[src/rtl/alu_pkg.sv]
// Shared constants for the ALU arbiter: ALU control codes, ALUOp groups and FSM states.
package alu_pkg;

    localparam logic [2:0] ALU_NONE = 3'b000;
    localparam logic [2:0] ALU_ADD  = 3'b001;
    localparam logic [2:0] ALU_SUB  = 3'b010;
    localparam logic [2:0] ALU_MUL  = 3'b011;
    localparam logic [2:0] ALU_AND  = 3'b100;
    localparam logic [2:0] ALU_XOR  = 3'b101;
    localparam logic [2:0] ALU_SLL  = 3'b110;
    localparam logic [2:0] ALU_SRA  = 3'b111;

    localparam logic [1:0] ALUOP_REG = 2'b00;
    localparam logic [1:0] ALUOP_IMM = 2'b10;

    typedef enum logic [1:0] {
        ST_IDLE = 2'd0,
        ST_EXEC = 2'd1,
        ST_RESP = 2'd2
    } state_t;

endpackage

[src/rtl/alu_op_decode.sv]
// Combinational ALUOp/funct decoder producing the shared-ALU control code.
module alu_op_decode
    import alu_pkg::*;
(
    input  logic [1:0] aluop,
    input  logic [9:0] funct,
    output logic [2:0] ctrl,
    output logic       is_mul,
    output logic       illegal
);

    logic [6:0] funct7;
    logic [2:0] funct3;

    assign funct7 = funct[9:3];
    assign funct3 = funct[2:0];

    // Map the {ALUOp, funct7, funct3} triple onto an ALU code; anything unlisted is illegal.
    always_comb begin
        ctrl    = ALU_NONE;
        illegal = 1'b1;
        case (aluop)
            ALUOP_REG: begin
                case (funct3)
                    3'b001: begin ctrl = ALU_SLL; illegal = 1'b0; end
                    3'b100: begin ctrl = ALU_XOR; illegal = 1'b0; end
                    3'b111: begin ctrl = ALU_AND; illegal = 1'b0; end
                    3'b000: begin
                        case (funct7)
                            7'b0000000: begin ctrl = ALU_ADD; illegal = 1'b0; end
                            7'b0100000: begin ctrl = ALU_SUB; illegal = 1'b0; end
                            7'b0000001: begin ctrl = ALU_MUL; illegal = 1'b0; end
                            default:    begin ctrl = ALU_NONE; illegal = 1'b1; end
                        endcase
                    end
                    default: begin ctrl = ALU_NONE; illegal = 1'b1; end
                endcase
            end
            ALUOP_IMM: begin
                case (funct3)
                    3'b000:  begin ctrl = ALU_ADD; illegal = 1'b0; end
                    3'b101:  begin ctrl = ALU_SRA; illegal = 1'b0; end
                    default: begin ctrl = ALU_NONE; illegal = 1'b1; end
                endcase
            end
            default: begin
                ctrl    = ALU_NONE;
                illegal = 1'b1;
            end
        endcase
    end

    assign is_mul = (ctrl == ALU_MUL);

endmodule

[src/rtl/alu_arbiter.sv]
// Two-requester round-robin arbiter in front of a single shared ALU.
// One operation is in flight at a time: IDLE grants, EXEC drives the ALU, RESP holds the result.
module alu_arbiter
    import alu_pkg::*;
#(
    parameter int MUL_LAT = 2
) (
    input  logic        clk_i,
    input  logic        rst_i,
    input  logic [1:0]  req_valid_i,
    output logic [1:0]  req_ready_o,
    input  logic [19:0] req_funct_i,
    input  logic [3:0]  req_aluop_i,
    input  logic [63:0] req_a_i,
    input  logic [63:0] req_b_i,
    output logic [2:0]  alu_ctrl_o,
    output logic [31:0] alu_a_o,
    output logic [31:0] alu_b_o,
    input  logic [31:0] alu_result_i,
    output logic        rsp_valid_o,
    input  logic        rsp_ready_i,
    output logic        rsp_id_o,
    output logic [31:0] rsp_data_o,
    output logic        rsp_err_o
);

    localparam logic [3:0] MUL_LAST = 4'(MUL_LAT - 1);

    state_t      state;
    logic        ptr;
    logic [3:0]  exec_cnt;

    logic        grant_any;
    logic        grant_idx;
    logic [9:0]  sel_funct;
    logic [1:0]  sel_aluop;
    logic [31:0] sel_a;
    logic [31:0] sel_b;

    logic [2:0]  dec_ctrl;
    logic        dec_is_mul;
    logic        dec_illegal;

    // Grant selection: a lone requester wins, a tie goes to the round-robin pointer.
    always_comb begin
        grant_any = 1'b0;
        grant_idx = 1'b0;
        if (state == ST_IDLE && !rst_i) begin
            case (req_valid_i)
                2'b01:   begin grant_any = 1'b1; grant_idx = 1'b0; end
                2'b10:   begin grant_any = 1'b1; grant_idx = 1'b1; end
                2'b11:   begin grant_any = 1'b1; grant_idx = ptr;  end
                default: begin grant_any = 1'b0; grant_idx = 1'b0; end
            endcase
        end
    end

    // Ready is only offered to the requester that would be accepted this cycle,
    // so valid&ready reduces to grant_any.
    assign req_ready_o = grant_any ? (grant_idx ? 2'b10 : 2'b01) : 2'b00;

    assign sel_funct = grant_idx ? req_funct_i[19:10] : req_funct_i[9:0];
    assign sel_aluop = grant_idx ? req_aluop_i[3:2]   : req_aluop_i[1:0];
    assign sel_a     = grant_idx ? req_a_i[63:32]     : req_a_i[31:0];
    assign sel_b     = grant_idx ? req_b_i[63:32]     : req_b_i[31:0];

    alu_op_decode u_decode (
        .aluop   (sel_aluop),
        .funct   (sel_funct),
        .ctrl    (dec_ctrl),
        .is_mul  (dec_is_mul),
        .illegal (dec_illegal)
    );

    // Control FSM with registered ALU drive and response outputs.
    always_ff @(posedge clk_i) begin
        if (rst_i) begin
            state       <= ST_IDLE;
            ptr         <= 1'b0;
            exec_cnt    <= 4'd0;
            alu_ctrl_o  <= ALU_NONE;
            alu_a_o     <= 32'd0;
            alu_b_o     <= 32'd0;
            rsp_valid_o <= 1'b0;
            rsp_id_o    <= 1'b0;
            rsp_data_o  <= 32'd0;
            rsp_err_o   <= 1'b0;
        end else begin
            case (state)
                ST_IDLE: begin
                    if (grant_any) begin
                        ptr      <= ~grant_idx;
                        alu_a_o  <= sel_a;
                        alu_b_o  <= sel_b;
                        rsp_id_o <= grant_idx;
                        if (dec_illegal) begin
                            // Unmapped op: skip the ALU entirely and report an error.
                            state       <= ST_RESP;
                            alu_ctrl_o  <= ALU_NONE;
                            rsp_valid_o <= 1'b1;
                            rsp_data_o  <= 32'd0;
                            rsp_err_o   <= 1'b1;
                        end else begin
                            state      <= ST_EXEC;
                            alu_ctrl_o <= dec_ctrl;
                            exec_cnt   <= dec_is_mul ? MUL_LAST : 4'd0;
                        end
                    end
                end
                ST_EXEC: begin
                    if (exec_cnt == 4'd0) begin
                        state       <= ST_RESP;
                        alu_ctrl_o  <= ALU_NONE;
                        rsp_valid_o <= 1'b1;
                        rsp_data_o  <= alu_result_i;
                        rsp_err_o   <= 1'b0;
                    end else begin
                        exec_cnt <= exec_cnt - 4'd1;
                    end
                end
                ST_RESP: begin
                    if (rsp_ready_i) begin
                        state       <= ST_IDLE;
                        rsp_valid_o <= 1'b0;
                    end
                end
                default: begin
                    state <= ST_IDLE;
                end
            endcase
        end
    end

endmodule
[config.mk]
export PLATFORM = sky130hd
export DESIGN_NAME = alu_arbiter
export DESIGN_NICKNAME = d
export VERILOG_FILES = /design/src/rtl/alu_pkg.sv /design/src/rtl/alu_op_decode.sv /design/src/rtl/alu_arbiter.sv
export SDC_FILE = /design/constraint.sdc
export NUM_CORES = 1
export LEC_CHECK = 0
export CAP_MARGIN = 20
export CORE_MARGIN = 2
export CORE_UTILIZATION = 35
export DETAILED_ROUTE_END_ITERATION = 7
export PLACE_DENSITY = 0.82
export SYNTH_ARGS = -nofsm -noshare
export SYNTH_HDL_FRONTEND = slang
export SYNTH_SLANG_ARGS = --single-unit
export TNS_END_PERCENT = 50
[constraint.sdc]
create_clock -name clk_i -period 2.8 [get_ports clk_i]
set_input_delay 0.56 -clock clk_i [delete_from_list [all_inputs] [get_ports clk_i]]
set_output_delay 0.56 -clock clk_i [all_outputs]
set_load 0.005 [all_outputs]
# After elaboration in Yosys (flattened, before gate mapping)
# Index checks and enable logic that the tools add are counted.
[totals] regBits=109 latchBits=0 ram_bits=0 rom_bits=0 input_bits=189 wordCells=93 memories=0
[classes] add_sub_neg=1 n_mul=0 n_div=0 order_cmp=0 n_eq_ne=19 shifts=0 mux=43 bitwise_logic=1 n_reduce_logical=19
[op_table] op="$mux 32" n=5
[op_table] op="$pmux 32 s2" n=1
[op_table] op="$pmux 3 s2" n=3
[op_table] op="$mux 2" n=7
[op_table] op="$mux 4" n=3
[op_table] op="$ne 2x2->1 const B" n=6
[op_table] op="$pmux 2 s3" n=2
[op_table] op="$pmux 3 s4" n=1
[op_table] op="$mux 1" n=11
[op_table] op="$mux 10" n=1
[op_table] op="$eq 3x3->1 const B" n=3
[op_table] op="$mux 3" n=3
[op_table] op="$reduce_or 3->1" n=3
[op_table] op="$eq 2x2->1 const B" n=4
[op_table] op="$pmux 1 s2" n=4
[op_table] op="$pmux 4 s2" n=1
[op_table] op="$reduce_and 4->1" n=2
[op_table] op="$eq 7x1->1 const B" n=1
[op_table] op="$eq 7x6->1 const B" n=1
[op_table] op="$logic_not 7->1" n=1
[op_table] op="$reduce_and 3->1" n=2
[op_table] op="$reduce_and 5->1" n=1
[op_table] op="$eq 2x1->1 const B" n=2
[op_table] op="$logic_not 2->1" n=2
[op_table] op="13 further kinds" n=13

# Depth between registers and ports, before layout
[logic_depth] ltp_word=13 depth_mapped=8

# Cells and area by module
# From an unflattened synthesis, not the netlist that was laid out.
[unflattened] cells_unflattened=495 area_unflattened_um2=4526.8
[by_module_without_submodules] module="alu_arbiter" instances=1 cells_each=466 area_per_inst_um2=4337.9 seq_area_each_um2=2182.1
[by_module_without_submodules] module="alu_op_decode" instances=1 cells_each=29 area_per_inst_um2=188.9 seq_area_each_um2=0.0

# Worst setup path before layout
# No wires, ideal clock.
[synth_path] path_type="input to register" startpoint="input port req_funct_i[12]" endpoint="register rsp_data_o[0]" arrival_ns=2.475 path_slack_ns=0.266 path_stages=8 n_path_buf=2 cell_sequence="buf_2 nor2b_1 and2_1 or4_1 a311o_1 a21oi_4 buf_6 a22o_1"
[synth_via] elab_chain_len=7
[synth_rtl] element="start: declaration" line_no="alu_arbiter.sv:12" rtl="input logic [19:0] req_funct_i,"
[synth_rtl] element="$mux 10 *" line_no="alu_arbiter.sv:62" rtl="assign sel_funct = grant_idx ? req_funct_i[19:10] : req_funct_i[9:0];"
[synth_rtl] element="$eq 3x1->1 (tied with other cells)" line_no="alu_op_decode.sv:24" rtl="case (funct3)"
[synth_rtl] element="$reduce_or 3->1 (no source line) or $reduce_or 2->1 (tied branches)"
[synth_rtl] element="$pmux 1 s2 or $mux 1 (tied branches)" line_no="alu_op_decode.sv:24, alu_op_decode.sv:40"
[synth_rtl] element="$pmux 1 s2 *" line_no="alu_op_decode.sv:22" rtl="case (aluop)"
[synth_rtl] element="$ne 2x2->1 (no source line) *"
[synth_rtl] element="$reduce_and 4->1 (no source line) *"
[synth_rtl] element="end signal: assignment" line_no="alu_arbiter.sv:115" rtl="rsp_data_o <= alu_result_i;"
[synth_rtl] element="end: declaration" line_no="alu_arbiter.sv:23" rtl="output logic [31:0] rsp_data_o,"
# Mark *: on every way between the ends. The rest lies on a longest branch, timed or not.
# A chain may end at the register's enable or synchronous reset.

# Final worst setup path
[layout_path] startpoint="input port req_valid_i[0]" endpoint="output port req_ready_o[1]"
[layout_via] elab_chain_len=5
[layout_rtl] element="start: declaration" line_no="alu_arbiter.sv:10" rtl="input logic [1:0] req_valid_i,"
[layout_rtl] element="$eq 2x2->1 or $eq 2x1->1 (tied branches)" line_no="alu_arbiter.sv:49" rtl="case (req_valid_i)"
[layout_rtl] element="$pmux 1 s2 or $reduce_or 3->1 (tied branches)"
[layout_rtl] element="$mux 1 (on tied branches)" line_no="alu_arbiter.sv:48, alu_arbiter.sv:49"
[layout_rtl] element="$mux 2 or $mux 1 (tied branches)" line_no="alu_arbiter.sv:60, alu_arbiter.sv:48"
[layout_rtl] element="$mux 2 *" line_no="alu_arbiter.sv:60" rtl="assign req_ready_o = grant_any ? (grant_idx ? 2'b10 : 2'b01) : 2'b00;"
[layout_rtl] element="end: declaration" line_no="alu_arbiter.sv:11" rtl="output logic [1:0] req_ready_o,"
# Marked as above.

==> impl_metrics.tcl <==
set metrics [dict create \
    core-area_um2 11910 \
    synthCells 416 \
    cts_buffer_depth 2 \
    fin_tns_setup_ns 0 \
    finalCritPeriodShare_pct 95.32 \
    grtUsageTotal_pct 23.55 \
    power_leakage_nw 2.843 \
    antenna_left 0 \
    wl_mm 15.85 \
    synthSimpleGateAreaFrac_pct 12.89 \
    cts-root-buf "clkbuf_16" \
    synth_edf_count 0 \
    tritoncts "done" \
    htreeDepth 3 \
    die_h_um 113.8 \
    numCtsBuffers 9 \
    fillers 967 \
    wl_per_cell_um 18.39 \
    yosys_warnings 0 \
    synthAdderAreaFrac_pct 0.5928 \
    start_kind "primary input" \
    hold_buffers 0 \
    ys_types 50 \
    yosysSeqAreaShare_pct 51.69 \
    outcome "finished, final reports clean" \
    synth_compound_area_share_pct 28.48 \
    setup_viol 0 \
    rows 40 \
    cp_data_required_time_ns 2.24 \
    vias_per_cell 5.606 \
    worstSetupPathType "primary input to output port" \
    first_global_vias 4923 \
    fin_crit_ns 2.669 \
    io_buffers 292 \
    grt_pass1_wl_mm 24.17 \
    multi_input_area_um2 1878 \
    drv_cap 0 \
    worstMarginPinSlew_ns 0.8586 \
    die_w_um 113.8 \
    skew_ns 0.01011 \
    worstSetupEndpointType "output port" \
    drt_iter0_drc 575 \
    worstPathArrival_ns 2.11 \
    power.density_nw_per_um2 485.7 \
    clkSlewWorstSetupHoldPaths_ns 0.07 \
    final_cell_mix "clkdlybuf4s50_1, dfxtp_1, nor2_1" \
    dpl.hpwl_mm 11.86 \
    hold_violations 0 \
    ys.flop_type "dfxtp_1" \
    cts-resized-gates 0 \
    synth-async-reset-ratio_pct 0 \
    grt_setup_unrepaired "false" \
    synth_top_family_by_area "compound AO/OA/AOI/OAI gates" \
    clk_latency_ns 0.35 \
    yosys.area.top_type_share_pct 51.69 \
    die_area_um2 12960 \
    post_cts_buffers 0 \
    slew_viol_final 0 \
    yosysTopAreaCell "dfxtp_1" \
    clkSinkCount 109 \
    layout_commonest_cell "clkdlybuf4s50_1" \
    nets 901 \
    vdd_drop_max_mv 0.4280 \
    num_vias 4832 \
    io_pins 293 \
    syn_nets 607 \
    grt_overflow 0 \
    initial_core_util_pct 35.44 \
    fmax_mhz 374.7 \
    place_ws_ns -0.1566 \
    finalWeightedCongestion 0.9219 \
    grt_max_degree 79 \
    seqCellArea_um2 2182 \
    avgSynthCellArea_um2 10.15 \
    drive_gt1_share_pct 7.552 \
    syn-cell-area_um2 4222 \
    synthMuxAreaShare_pct 0.2667 \
    crit_path_max_fanout 4 \
    antenna_found_initial 0 \
    synth-seq-cells 109 \
    drc 0 \
    fin_ws_ns 0.1310 \
    diodes 0 \
    synth_xor_area_share_pct 1.660 \
    slew-limit-headroom_pct 42.76 \
    syn_to_final_growth_pct 82.42 \
    first_pass_iters 7 \
    min_path_type "flop to flop" \
    synthTopCellsByArea "dfxtp_1, a222oi_1, nor2_1" \
]
logic make-up after synthesis:
group,count (synthesis)
xor gates and xnor gates,8
buffers and inverters,43
muxes,1
and+or+nand+nor,119
AOI/OAI and AO/OA,134
adders and majority gates,2
DFF,109
routing by layer:
layer | vias to the layer above | routed length [um] | GRT usage, % | part of all wire, %
met5 | - | 0 | 0 | 0
met4 | 0 | 479 | 9.837 | 3.0
met3 | 37 | 1495 | 9.564 | 9.4
met2 | 242 | 8037 | 41.04 | 51
met1 | 2316 | 5840 | 25.35 | 37
li1 | 2237 | - | - | -
through the flow:
step / std cells / hold slack [ns] / instance area (um2) / utilization [%] / power (mW)
6_report: 862 / 0.4806 / 7701 / 64.65 / 3.740
5_1_grt: 862 / 0.4982 / 7701 / 64.65 / 3.901
4_1_cts: 861 / 0.4841 / 7686 / 64.53 / 3.764
3_5_place_dp: 845 / 0.4631 / 7403 / 62.15 / 2.545
3_3_place_gp: 845 / 0.4596 / 7403 / 62.15 / 2.516
2_1_floorplan: 416 / 0.4477 / 4222 / - / 1.996
where the power goes:
group	internal, mW	switching, mW
logic	0.519	0.309
registers	1.64	0.0513
clock network	0.639	0.587
registers in the layout (all words and copies together) (netlist names):
register and count:
rsp_err_o 1, rsp_valid_o 1, ptr 1, alu_ctrl_o 3, rsp_data_o 32, alu_b_o 32
rsp_id_o 1, state 2, alu_a_o 32, exec_cnt 4
cells in the mapped netlist, drive strengths merged (2+ instances only):
| cell type | n |
|---|---|
| dfxtp | 109 |
| nor2 | 81 |
| a222oi | 64 |
| a22o | 32 |
| clkbuf | 32 |
| a21oi | 9 |
| buf | 6 |
| nor3 | 6 |
| inv | 5 |
| xor2 | 5 |
| nand2 | 4 |
| nand2b | 4 |
| nand3 | 4 |
| o21ai | 4 |
| a311oi | 3 |
| a31oi | 3 |
| nor2b | 3 |
| nor3b | 3 |
| or3 | 3 |
| xnor2 | 3 |
| a2111oi | 2 |
| a32oi | 2 |
| and2 | 2 |
| ha | 2 |
| nand4 | 2 |
| nor4 | 2 |
| o2111ai | 2 |
| o211ai | 2 |
| or4 | 2 |
worst max-delay path, stage by stage:
cell and delay, ns:
clkdlybuf4s50_1 0.43, nand2b_1 0.11, buf_4 0.15, nand3_1 0.10, buf_4 0.16, inv_2 0.08
clkdlybuf4s50_1 0.52
path summary, 6_finish.rpt:
check	startpoint	end	slack (ns)	cells past startpoint
hold / removal	alu_ctrl_o[1]	alu_ctrl_o[1]	0.48	2
setup reg to reg	state[1]	rsp_data_o[15]	0.44	7
hold reg to reg	alu_ctrl_o[1]	alu_ctrl_o[1]	0.48	2
setup / recovery	req_valid_i[0]	req_ready_o[1]	0.13	7
layout make-up:
cell class                      count  share of cell area (%)
Timing Repair Buffer              321                   40.97
Sequential cell                   109                   28.33
Multi-Input combinational cell    264                   24.39
Clock buffer                       11                   3.152
Tap cell                          147                   2.388
Clock inverter                      5                  0.5199
Inverter                            5                  0.2437
(Power assumes the default switching activity.)
